File: src/rtl/ebus_diag_reader.sv
// EBUS diagnostic read initiator: strobes a diag read function toward the datapath,
// waits for a settled EBUS word and returns it over a valid/ready response channel.
module ebus_diag_reader #(
    parameter int unsigned SETTLE    = 2,
    parameter int unsigned TIMEOUT   = 15,
    parameter logic [0:3]  DIAG_FUNC = 4'b0101
) (
    input  logic        clk,
    input  logic        resetN,
    input  logic        reqValid,
    output logic        reqReady,
    input  logic [0:2]  reqSel,
    input  logic        reqAll,
    output logic [0:8]  diag,
    output logic        diagReadFunc12X,
    input  logic        drivingEBUS,
    input  logic [0:35] ebusIn,
    output logic        rspValid,
    input  logic        rspReady,
    output logic [0:35] rspData,
    output logic [0:2]  rspSel,
    output logic        rspParity,
    output logic        rspTimeout,
    output logic        rspLast,
    output logic        busy
);

    typedef enum logic [1:0] {ST_IDLE, ST_STROBE, ST_SETTLE, ST_RESP} state_t;

    localparam logic [7:0] TO_LIM = 8'(TIMEOUT);
    localparam logic [3:0] ST_LIM = 4'(SETTLE - 1);

    state_t      state_q, state_d;
    logic [0:2]  sel_q, sel_d;
    logic        sweep_q, sweep_d;
    logic [7:0]  tcnt_q, tcnt_d;
    logic [3:0]  scnt_q, scnt_d;
    logic [0:35] data_q, data_d;
    logic        par_q, par_d;
    logic        to_q, to_d;

    always_ff @(posedge clk) begin
        if (!resetN) begin
            state_q <= ST_IDLE;
            sel_q   <= '0;
            sweep_q <= 1'b0;
            tcnt_q  <= '0;
            scnt_q  <= '0;
            data_q  <= '0;
            par_q   <= 1'b0;
            to_q    <= 1'b0;
        end else begin
            state_q <= state_d;
            sel_q   <= sel_d;
            sweep_q <= sweep_d;
            tcnt_q  <= tcnt_d;
            scnt_q  <= scnt_d;
            data_q  <= data_d;
            par_q   <= par_d;
            to_q    <= to_d;
        end
    end

    always_comb begin
        state_d = state_q;
        sel_d   = sel_q;
        sweep_d = sweep_q;
        tcnt_d  = tcnt_q;
        scnt_d  = scnt_q;
        data_d  = data_q;
        to_d    = to_q;
        unique case (state_q)
            ST_IDLE: begin
                if (reqValid) begin
                    sel_d   = reqAll ? 3'd0 : reqSel;
                    sweep_d = reqAll;
                    tcnt_d  = '0;
                    scnt_d  = '0;
                    state_d = ST_STROBE;
                end
            end
            ST_STROBE: begin
                if (drivingEBUS) begin
                    scnt_d = '0;
                    // The first driven cycle already counts toward the settle window.
                    if (ST_LIM == 4'd0) begin
                        data_d  = ebusIn;
                        to_d    = 1'b0;
                        state_d = ST_RESP;
                    end else begin
                        state_d = ST_SETTLE;
                    end
                end else begin
                    tcnt_d = tcnt_q + 8'd1;
                    if (tcnt_d == TO_LIM) begin
                        data_d  = '0;
                        to_d    = 1'b1;
                        state_d = ST_RESP;
                    end
                end
            end
            ST_SETTLE: begin
                if (!drivingEBUS) begin
                    scnt_d  = '0;
                    state_d = ST_STROBE;
                end else begin
                    scnt_d = scnt_q + 4'd1;
                    if (scnt_d == ST_LIM) begin
                        data_d  = ebusIn;
                        to_d    = 1'b0;
                        state_d = ST_RESP;
                    end
                end
            end
            ST_RESP: begin
                if (rspReady) begin
                    if (sweep_q && (sel_q != 3'd7)) begin
                        sel_d   = sel_q + 3'd1;
                        tcnt_d  = '0;
                        state_d = ST_STROBE;
                    end else begin
                        state_d = ST_IDLE;
                    end
                end
            end
            default: state_d = ST_IDLE;
        endcase
        par_d = ^data_d;
    end

    assign reqReady        = (state_q == ST_IDLE);
    assign busy            = (state_q != ST_IDLE);
    assign diagReadFunc12X = (state_q == ST_STROBE) || (state_q == ST_SETTLE);
    assign diag            = diagReadFunc12X ? {DIAG_FUNC, sel_q, 2'b00} : 9'd0;
    assign rspValid        = (state_q == ST_RESP);
    assign rspData         = data_q;
    assign rspSel          = sel_q;
    assign rspParity       = par_q;
    assign rspTimeout      = to_q;
    assign rspLast         = rspValid && (!sweep_q || (sel_q == 3'd7));

endmodule

File: config.mk
export PLATFORM = sky130hd
export DESIGN_NAME = ebus_diag_reader
export DESIGN_NICKNAME = d
export VERILOG_FILES = /design/src/rtl/ebus_diag_reader.sv
export SDC_FILE = /design/constraint.sdc
export NUM_CORES = 1
export LEC_CHECK = 0
export ABC_AREA = 1
export BUFFER_PORTS_ARGS = -buffer_cell sky130_fd_sc_hd__buf_2
export CAP_MARGIN = 40
export CORE_MARGIN = 5
export CORE_UTILIZATION = 45
export DETAILED_ROUTE_END_ITERATION = 8
export PLACE_DENSITY = 0.69
export REMOVE_ABC_BUFFERS = 1
export SLEW_MARGIN = 30
export SYNTH_ARGS = -nofsm -noshare
export SYNTH_HDL_FRONTEND = slang
export SYNTH_SLANG_ARGS = --single-unit
File: constraint.sdc
create_clock -name clk -period 3.75 [get_ports clk]
set_clock_uncertainty 0.15 [all_clocks]
set_input_delay 0.75 -clock clk [delete_from_list [all_inputs] [get_ports clk]]
set_output_delay 0.75 -clock clk [all_outputs]
set_load 0.05 [all_outputs]
### After elaboration in Yosys (flattened, before gate mapping)

Index checks and enable logic that the tools add are counted.

* add/subtract/negate cells: 3
* equality and inequality tests: 17
* multiplexer cells: 33
* reductions and logical operators: 18

Operator list (count)
* 36-bit two-way mux: 4
* 36-bit one-hot mux with 2 select lines: 1
* 8-bit two-way mux: 5
* 36-bit parity: 1
* 8-bit one-hot mux with 3 select lines: 1
* 2-bit two-way mux: 6
* 3-bit two-way mux: 4
* 4-bit two-way mux: 3
* 2-bit != test, second input constant: 6
* 4-bit one-hot mux with 3 select lines: 1
* 5-bit AND reduction: 2
* 3-bit != test, second input constant: 3
* 8-bit by 1-bit adder with 8-bit output, second input constant: 1
* 8-bit by 4-bit == test with 1-bit output, second input constant: 1
* 2-bit one-hot mux with 4 select lines: 1
* 4-bit AND reduction: 2
* 3-bit one-hot mux with 2 select lines: 1
* 2-bit nonzero test: 3
* 3-bit nonzero test: 2
* 1-bit two-way mux: 5
* 4-bit by 1-bit adder with 4-bit output, second input constant: 1
* 2-bit == test, second input constant: 2
* 4-bit by 1-bit == test with 1-bit output, second input constant: 1
* 2-bit by 1-bit != test with 1-bit output, second input constant: 2
* other kinds (10): 12

* flip-flop bits (word level): 56
* bits of input ports: 45
* output and inout bits: 55
* logic and storage cells: 79

### Longest topological paths before layout

Gate-level depths: netlist of the first run.

* depth in word-level cells: 6
* gate-level depth with buffers: 27
* mapped depth without buffers: 27

### Least setup slack after synthesis of the first run

No wires, ideal clock.

* kind: flip-flop to flip-flop
* from: reg state_q[0]
* to: reg par_q, in the netlist rspParity
* library setup time: 0.115 ns
* arrival time: 2.937 ns
* data required time: 3.485 ns
* path slack: 0.548 ns
* cell stages (with the launch flop): 24
* buffers on the path: 2
* clock period less this slack: 3.202 ns
* path through: dfxtp_1 inv_1 ha_1 buf_2 nand2_1 inv_1 buf_1 o21ai_0 nor2_2 inv_1 nand2_1 nand2_1 nand2_1 nand2_1 nand2_2 inv_1 nand2_1 nand2_1 nand2_1 nand2_1 inv_1 nand2_1 a21oi_1 nor2_1

* cells in the longest elaborated chain, start to end: 3
* elaborated cells on any way between the ends: 4
* those cells by class: 2 x eq/ne; 1 x mux; 1 x reduce/logical

RTL lines
* start, declared: line 33 `state_t state_q, state_d;`
* start signal, assigned: line 53 `state_q <= state_d;`
* 2-bit == test or 2-bit by 1-bit == test with 1-bit output (tied branches): line 72 `unique case (state_q)`
* 36-bit one-hot mux with 2 select lines *: line 72
* 36-bit parity *: line 128 `par_d = ^data_d;`
* end signal, assigned: line 59 `par_q <= par_d;`
* end, declared: line 39 `logic par_q, par_d;`

Mark *: on every way between the ends. The rest lies on a longest branch, timed or not.
A chain may end at the register's enable or synchronous reset.

### Worst setup path in the final report of the first run

Ends and elaborated chain as after synthesis.

==> results.yml, run 1 <==
floorplan:
  die_h_um: 106
  die_w_um: 106
  die_area_um2: 11300
  rows: 35
  io-pin-count: 100
  start_util: 0.457
  core_area_um2: 9150
yosys:
  synth_area_um2: 4180
  ys_warn_count: 0
  seq_area_frac_synth: 0.268
  avgSynthCellArea_um2: 6.12
  synthCells: 683
  synth_seq_cells: 56
  ys_types: 45
timing:
  finalHoldViolations: 0
  timing.slew.headroom: 0.525
  slew_violations: 0
  worstMarginPinSlew_ps: 711
  grt_setup_unrepaired: "no"
  finalWorstPathRequiredPeriod_ps: 3330
  holdWs_ps: 343
  setup_viol: 0
  period_share: 0.889
  clock.fmax_ghz: 0.300
worst_setup_path:
  endpoint_kind: "register"
  slowest_stage: "ha_1"
  critPathBufInv: 6
  crit_type: "register to register"
  critPathMaxFanout: 16
  cpPeakStageDelay_ps: 490
  start_kind: "register"
  cp_common_cell: "nand2_1"
  cpLargestDelayFamily: "simple AND/OR/NAND/NOR gates"
  cp_cell_sequence: "inv_1, ha_1, nand2_1, inv_1, buf_4, o21ai_0, nor2_2, inv_1, nand2_1, nand2_1, nand2_1, nand2_1, nand2_2, inv_1, nand2_1, nand2_1, nand2_1, nand2_1, inv_1, nand2_1, a21oi_1, nor2_1"
  required_ps: 3810
  arrival_ps: 3390
clocking:
  cts_sinks: 56
  cts_root_buf: "clkbuf_8"
  numCtsBuffers: 5
  htreeDepth: 2
  clockBufferDepth: 2
  post_cts_resized: 0
  ctsHoldBuffers: 0
  cts_setup_buffers: 0
  cts.clk_slew.worst_paths_ps: 100
  clkLatencyLatePin_ps: 310
  cts_tree: "yes"
routing:
  drt-total-wl_um: 10700
  wl_per_cell_um: 12.1
  ant_nets: 0
  vias: 4380
  vias_per_cell: 4.95
  drcViolationCount: 0
  drt-initial-drc-count: 162
  drt_first_pass_iters: 4
finish:
  drive_gt1_frac: 0.219
  finish.utilization: 0.526
  final_area_um2: 4820
  final_cell_count_no_fill: 884
  syn_to_final_growth_pct: 15.1
  final_nets: 828
  num_antenna_cells: 0
global_routing:
  grt_max_degree: 44
  grt.overflow.total: 0
  antenna_found_initial: 0
  grt_pass1_vias: 4047
  grt_first_pass_wirelength_um: 17500
  grt_usage: 0.184
place:
  dp_cells: 876
  portBuffers: 95
  post_dp_cell_area_um2: 4720
  dp_hpwl_um: 8180
  routabilityCongestion: 0.822
min_path:
  hp-class: "register to register"
power_and_ir_drop:
  leakage_nw: 2.57
  powerDensity_nw_per_um2: 604
  vdd_drop_max_v: 0.000344
run:
  drv_cap: 0
run_status:
  outcome: "finished clean"
[layout make-up]
| cell class | count | area [um2] |
|---|---|---|
| Multi-Input combinational cell | 527 | 2620 |
| Tap cell | 111 | 139 |
| Fill cell | 925 | 4340 |
| Clock buffer | 6 | 82.6 |
| Timing Repair Buffer | 102 | 548 |
| Clock inverter | 2 | 10.0 |
| Sequential cell | 56 | 1120 |
| Inverter | 80 | 300 |
[synthesized netlist by cell type (all sizes together)]
cell type	count	area [um2]
nand2	275	1110
dfxtp	56	1120
a21oi	40	343
nand4	5	31.3
xnor2	3	33.8
o21bai	3	22.5
o22ai	1	6.26
a21boi	1	7.51
nand3	18	113
clkbuf	7	26.3
a211oi	1	7.51
o21ai	47	239
buf	16	131
or2	5	31.3
conb	1	3.75
a221oi	1	8.76
inv	80	300
nand3b	2	15.0
a31oi	1	6.26
ha	11	138
xor2	3	26.3
nor3	1	5.00
o211ai	3	22.5
a22oi	2	15.0
nor2	100	422
[power by group]
part | total, mW | leakage, nW | switching, mW | internal [mW]
sequential | 0.729 | 0.453 | 0.0665 | 0.662
combinational | 1.82 | 2.06 | 1.32 | 0.502
clock | 0.359 | 0.0510 | 0.211 | 0.149
total | 2.91 | 2.57 | 1.59 | 1.31
[worst min-delay path: stages (launching register included)]
cell	delay (ps)
dfxtp_1	330
nand2_1	60
a21oi_1	60
[per-stage QoR]
step / TNS [ps] / power, mW / setup slack [ps]
floorplan: -242 / 2.16 / -242
global placement: 0 / 2.51 / 606
detailed placement: 0 / 2.56 / 483
CTS: 0 / 2.92 / 458
global route: 0 / 3.13 / 10.7
finish: 0 / 2.91 / 417
[cell families (layout without fill, tap and decap cells)]
family / Yosys count / after routing / synth area share
adder cells (fa/ha/maj): 11 / 11 / 0.0329
AND/OR/NAND/NOR: 406 / 406 / 0.412
flip-flops: 56 / 56 / 0.268
XOR/XNOR: 6 / 6 / 0.0144
other: 1 / 4 / 0.000897
AO/OA/AOI/OAI: 100 / 100 / 0.162
buffers and inverters: 103 / 190 / 0.109
[state kept, by name, indices dropped and copies added, names as in the netlist]
register and count:
rspData 36, tcnt_q 8, scnt_q 4, rspSel 3, state_q 2, rspParity 1, rspTimeout 1, sweep_q 1
[worst paths after layout]
| check | start | endpoint | slack, ps | cells after the start |
|---|---|---|---|---|
| worst max-delay path | state_q[0]$_SDFFE_PN0P_ | rspParity$_SDFF_PN0_ | 420 | 22 |
| worst min register to register | tcnt_q[7]$_SDFFE_PN0P_ | tcnt_q[7]$_SDFFE_PN0P_ | 340 | 2 |
| worst min-delay path | tcnt_q[7]$_SDFFE_PN0P_ | tcnt_q[7]$_SDFFE_PN0P_ | 340 | 2 |
| worst max register to register | state_q[0]$_SDFFE_PN0P_ | rspParity$_SDFF_PN0_ | 420 | 22 |
[layout by cell type, fill, tap and decap left out, types with 3 or more instances in the layout]
cell type / count
inv_2: 8
conb_1: 4
ha_1: 11
nor2_2: 3
o21bai_1: 3
nand2_1: 258
o211ai_1: 3
nand3_1: 15
nand2_2: 14
xor2_1: 3
a21oi_1: 22
o21ai_0: 43
a21oi_2: 8
inv_1: 72
nand4_1: 5
buf_2: 95
nor2_4: 3
or2_2: 4
dfxtp_1: 56
nor2_1: 93
a21oi_4: 10
o21ai_1: 3
clkbuf_8: 6
buf_4: 6
[per-layer routing]
| metal | wire length, um | share of wire | vias to the layer above | track usage |
|---|---|---|---|---|
| li1 | - | - | 2283 | - |
| met1 | 4910 | 0.46 | 1977 | 0.224 |
| met2 | 5130 | 0.48 | 110 | 0.333 |
| met3 | 557 | 0.052 | 10 | 0.0358 |
| met4 | 95 | 0.0089 | 0 | 0.0402 |
| met5 | 0 | 0 | - | 0 |
No activity file was read; power rests on OpenSTA's default activity.
==> run 2: changes to the inputs <==
- PLACE_DENSITY: 0.69 -> 0.72
- clock period: 3.75 -> 2.9 ns (I/O delays scaled with it)
==> run 2 against run 1 <==
Global-route usage grew 0.99 points. Critical endpoint unchanged. Total power grew 43%. Clock-buffer cell count grew 1. Largest cell class unchanged. Maximum frequency grew 18%. Cell area grew 6.2%. Cell count grew 2.4%. Wire length grew 5.9%.
==> results.yml, run 2 (synthesis gave the netlist of run 1 again) <==
finish:
  final_cell_count_no_fill: 905
  num_antenna_cells: 0
  regArea_um2: 1130
  layout_common_cells: "255 x nand2_1, 95 x buf_2, 91 x nor2_1"
  drive_gt1_frac: 0.264
  final_area_um2: 5110
  final_nets: 850
  largest_reg_flops: 36
  syn_to_final_growth_pct: 22.3
  multi_input_area_um2: 2710
  finish.utilization: 0.559
  fillCellCount: 894
  final_common_cell: "nand2_1"
routing:
  drcViolationCount: 0
  drt_first_pass_iters: 4
  wl_per_cell_um: 12.5
  ant_nets: 0
  drt-total-wl_um: 11300
  vias: 4478
  vias_per_cell: 4.95
  drt-initial-drc-count: 159
clocking:
  numCtsBuffers: 5
  ctsHoldBuffers: 0
  clkLatencyLatePin_ps: 310
  cts_sinks: 56
  cts_root_buf: "clkbuf_8"
  htreeDepth: 2
  clockBufferDepth: 2
  cts_tree: "yes"
  cts.clk_slew.worst_paths_ps: 100
timing:
  setup_viol: 0
  slew_violations: 0
  holdWs_ps: 344
  clock.fmax_ghz: 0.354
  finalHoldViolations: 0
  period_share: 0.973
  grt_setup_unrepaired: "yes"
  finalWorstPathRequiredPeriod_ps: 2820
floorplan:
  die_h_um: 106
  rows: 35
  io-pin-count: 100
  die_area_um2: 11300
  core_area_um2: 9150
  die_w_um: 106
  start_util: 0.457
power_and_ir_drop:
  leakage_nw: 2.69
  cell_internal_pwr_mw: 1.99
  vdd_drop_max_v: 0.000482
  power_mw: 4.17
  powerDensity_nw_per_um2: 816
  p_clk_frac: 0.113
  p_comb_frac: 0.661
  switching_share: 0.523
  p_sw_mw: 2.18
  p_seq_frac: 0.226
worst_setup_path:
  cp_cell_sequence: "inv_1, ha_4, nand2_1, buf_4, nor2_2, buf_4, nand2_1, nand2_1, inv_1, nand2_1, nand2_1, nand2_1, nand2_1, nand2_2, inv_1, nand2_1, nand2_1, nand2_1, nand2_1, inv_1, nand2_1, a21oi_1, nor2_1"
  crit_start: "state_q[0]$_SDFFE_PN0P_"
  critPathBufInv: 6
  arrival_ps: 2890
  start_kind: "register"
  crit_type: "register to register"
  slowest_stage: "dfxtp_1"
  endpoint_kind: "register"
  r2r-end: "rspParity$_SDFF_PN0_"
  cpPeakStageDelay_ps: 360
  cp_common_cell: "nand2_1"
  timing.rr.start: "state_q[0]$_SDFFE_PN0P_"
  cpLargestDelayFamily: "simple AND/OR/NAND/NOR gates"
  rrSetupSlack_ps: 80
  worstRegToRegCells: 23
  critPathMaxFanout: 8
  required_ps: 2960
global_routing:
  grt_pass1_vias: 4265
  grt_first_pass_wirelength_um: 18400
  antenna_found_initial: 0
  grt.overflow.total: 0
  grt_max_degree: 37
  grt_usage: 0.194
min_path:
  hp-start: "sweep_q$_SDFFE_PN0P_"
  hp-class: "register to register"
  hold_path_depth: 2
  holdPathEnd: "sweep_q$_SDFFE_PN0P_"
place:
  post_dp_cell_area_um2: 4820
  dp_hpwl_um: 8560
  portBuffers: 95
  routabilityCongestion: 0.822
  dp_cells: 888
run_status:
  outcome: "finished clean"
run:
  drv_cap: 0
[run 2: changes by cell type in the layout (fill, tap and decap cells not counted), moves of 3 or more]
cell     before  now
buf_4         6   19
buf_6         0    5
dfxtp_1      56   50
dfxtp_2       0    4
inv_1        72   69
inv_2         8   11
nand2_1     258  255
nand2_2      14   17
o21ai_0      43   39
o21ai_1       3    7
[run 2: power groups by stage]
stage / logic (mW) / clock network, mW / registers (mW)
6_report: 2.76 / 0.473 / 0.942
2_1_floorplan: 1.64 / 0 / 1.15
3_3_place_gp: 2.45 / 0 / 0.947
3_5_place_dp: 2.52 / 0 / 0.952
4_1_cts: 2.58 / 0.487 / 0.936
5_1_grt: 3.03 / 0.515 / 0.955
[run 2: area by class of cell]
class	instances	area share
Timing Repair Buffer	122	0.145
Sequential cell	56	0.222
Tap cell	111	0.0272
Multi-Input combinational cell	529	0.529
Clock buffer	7	0.0188
Inverter	80	0.0587
[run 2: metrics by stage]
stage	setup TNS, ps	setup slack [ps]
floorplan	-10150	-1090
global placement	0	93.9
detailed placement	-92.2	-92.2
CTS	0	5.66
global route	-150	-150
finish	0	77.0
[run 2: how the worst max path moves through the flow]
stage                            to  cells past startpoint
2_1_floorplan  rspParity$_SDFF_PN0_                     23
3_3_place_gp   rspParity$_SDFF_PN0_                     21
3_5_place_dp   rspParity$_SDFF_PN0_                     23
4_1_cts        rspParity$_SDFF_PN0_                     25
5_1_grt        rspParity$_SDFF_PN0_                     25
6_report       rspParity$_SDFF_PN0_                     23
[run 2: per-layer routing]
metal	vias to the layer above	global-route usage	share of wire
met5	-	0	0
met4	0	0.0484	0.014
met3	13	0.0358	0.059
met2	108	0.350	0.48
met1	2029	0.235	0.44
li1	2328	-	-
[run 2: worst min-delay path: stages, from the launching register on]
cell and delay, ps:
dfxtp_1 340, nand2_1 70, a21oi_1 50
[run 2: timing repair]
item	CTS	global route
pin swaps	1	9
endpoints found under the setup margin	1	1
gates resized for setup	4	29
buffers inserted	0	7
cloned	1	2
==> run 3: changes to the inputs <==
- PLACE_DENSITY: 0.72 -> 0.69
- REMOVE_ABC_BUFFERS: 1 -> unset
- clock period: 2.9 -> 3.07 ns (I/O delays scaled with it)
==> run 3 against run 2 <==
Cell area is 1.1% higher. Sequential power is 4.1% lower. First-iteration DRC count increased by 11%. Largest power group unchanged. Highest routed layer unchanged.
==> results.yml, run 3 (synthesis gave the netlist of run 1 again) <==
run_status:
  outcome: "finished clean"
worst_setup_path:
  start_kind: "register"
  crit_start: "state_q[1]$_SDFFE_PN0P_"
  crit_type: "register to register"
  arrival_ps: 2950
  r2r-end: "rspParity$_SDFF_PN0_"
  critPathMaxFanout: 8
  crit_end: "rspParity$_SDFF_PN0_"
  required_ps: 3140
  rrSetupSlack_ps: 190
  endpoint_kind: "register"
  worstRegToRegCells: 14
  timing.rr.start: "state_q[1]$_SDFFE_PN0P_"
global_routing:
  grt_first_pass_wirelength_um: 18100
  grt_usage: 0.191
  grt.overflow.total: 0
  grt_pass1_vias: 4040
  antenna_found_initial: 0
  grt_max_degree: 31
routing:
  ant_nets: 0
  vias_per_cell: 4.96
  drcViolationCount: 0
  drt-initial-drc-count: 176
  vias: 4498
  wl_per_cell_um: 12.6
  drt_first_pass_iters: 5
  drt-total-wl_um: 11400
finish:
  drive_gt1_frac: 0.269
  fillCellCount: 907
  largest_reg_flops: 36
  final_area_um2: 5170
  final_nets: 851
  syn_to_final_growth_pct: 23.6
  layout_common_cells: "253 x nand2_1, 95 x buf_2, 92 x nor2_1"
  final_common_cell: "nand2_1"
  num_antenna_cells: 0
min_path:
  hp-start: "scnt_q[3]$_SDFFE_PN0P_"
  hp-class: "register to register"
place:
  place_ws_ps: 46.9
  portBuffers: 95
  post_dp_cell_area_um2: 4830
  routabilityCongestion: 0.809
  dp_hpwl_um: 8460
timing:
  setup_viol: 0
  timing.slew.headroom: 0.666
  setup_slack_ps: 192
  slew_violations: 0
  clock.fmax_ghz: 0.347
  worstMarginPinSlew_ps: 495
  period_share: 0.938
  finalHoldViolations: 0
  finalWorstPathRequiredPeriod_ps: 2880
floorplan:
  die_h_um: 106
  core_area_um2: 9150
  rows: 35
  start_util: 0.457
  die_w_um: 106
  die_area_um2: 11300
  io-pin-count: 100
clocking:
  clockBufferDepth: 2
  cts.clk_slew.worst_paths_ps: 110
  htreeDepth: 2
  clkLatencyLatePin_ps: 310
  numCtsBuffers: 5
  cts_tree: "yes"
  cts_root_buf: "clkbuf_8"
  ctsHoldBuffers: 0
  cts_sinks: 56
run:
  drv_cap: 0
power_and_ir_drop:
  leakage_nw: 2.71
  power_mw: 3.99
  vdd_drop_max_v: 0.000400
  powerDensity_nw_per_um2: 771
==> run 3: cell types whose count changed in the layout (fill, tap and decap cells not counted), moves of 3 or more <==
cell	change
o21ai_0	-3
dfxtp_1	-3
buf_12	+4
o21ai_1	+3
==> run 3: routing by layer <==
metal  vias up  GRT usage  share of wire
met5         -          0              0
met4         0     0.0402         0.0092
met3        11     0.0322          0.054
met2        99      0.337           0.50
met1      2048      0.244           0.44
li1       2340          -              -
==> run 3: cell type report <==
| class | instances | area, um2 | area share |
|---|---|---|---|
| multi-input cells | 529 | 2700 | 0.523 |
| repair buffers | 123 | 790 | 0.153 |
| well taps | 111 | 139 | 0.0269 |
| flip-flops and latches | 56 | 1140 | 0.221 |
| clock buffers | 8 | 90.1 | 0.0174 |
| inverters | 80 | 308 | 0.0595 |
==> run 3: critical path, cell delays in order (launching register included) <==
cell and delay, ps:
dfxtp_2 370, inv_1 110, ha_4 310, buf_4 110, inv_1 80, nor2_8 240
nand2_8 120, buf_4 180, nor2_1 190, o21ai_0 170, xor2_1 200, xnor2_1 320
nand3_1 120, nand2_1 70, nor2_1 40
==> run 3: worst min-delay path by stage <==
stage / to / slack [ps] / cells after the start
after floorplan: sweep_q$_SDFFE_PN0P_ / 300 / 2
after global placement: tcnt_q[7]$_SDFFE_PN0P_ / 310 / 2
after detailed placement: scnt_q[3]$_SDFFE_PN0P_ / 320 / 2
after CTS: scnt_q[3]$_SDFFE_PN0P_ / 340 / 2
after global routing: scnt_q[3]$_SDFFE_PN0P_ / 370 / 2
final: scnt_q[3]$_SDFFE_PN0P_ / 340 / 2
==> run 3: repair_timing <==
action                                  in CTS  in global routing
endpoints found under the hold margin        0                  0
gates resized for setup                      0                 42
endpoints found under the setup margin       0                  1
buffers inserted                             0                 12
==> run 3: power by group <==
| group | internal [mW] | switching [mW] | total, mW |
|---|---|---|---|
| Combinational | 0.889 | 1.75 | 2.64 |
| Sequential | 0.817 | 0.0861 | 0.903 |
| Clock | 0.186 | 0.255 | 0.440 |
==> run 3: metrics by stage <==
step / hold slack (ps) / utilization / cells / TNS [ps]
CTS: 339 / 0.537 / 892 / 0
global placement: 311 / 0.525 / 883 / 0
global route: 372 / 0.565 / 907 / -33.9
floorplan: 302 / - / 686 / 0
detailed placement: 323 / 0.527 / 884 / 0
finish: 336 / 0.565 / 907 / 0
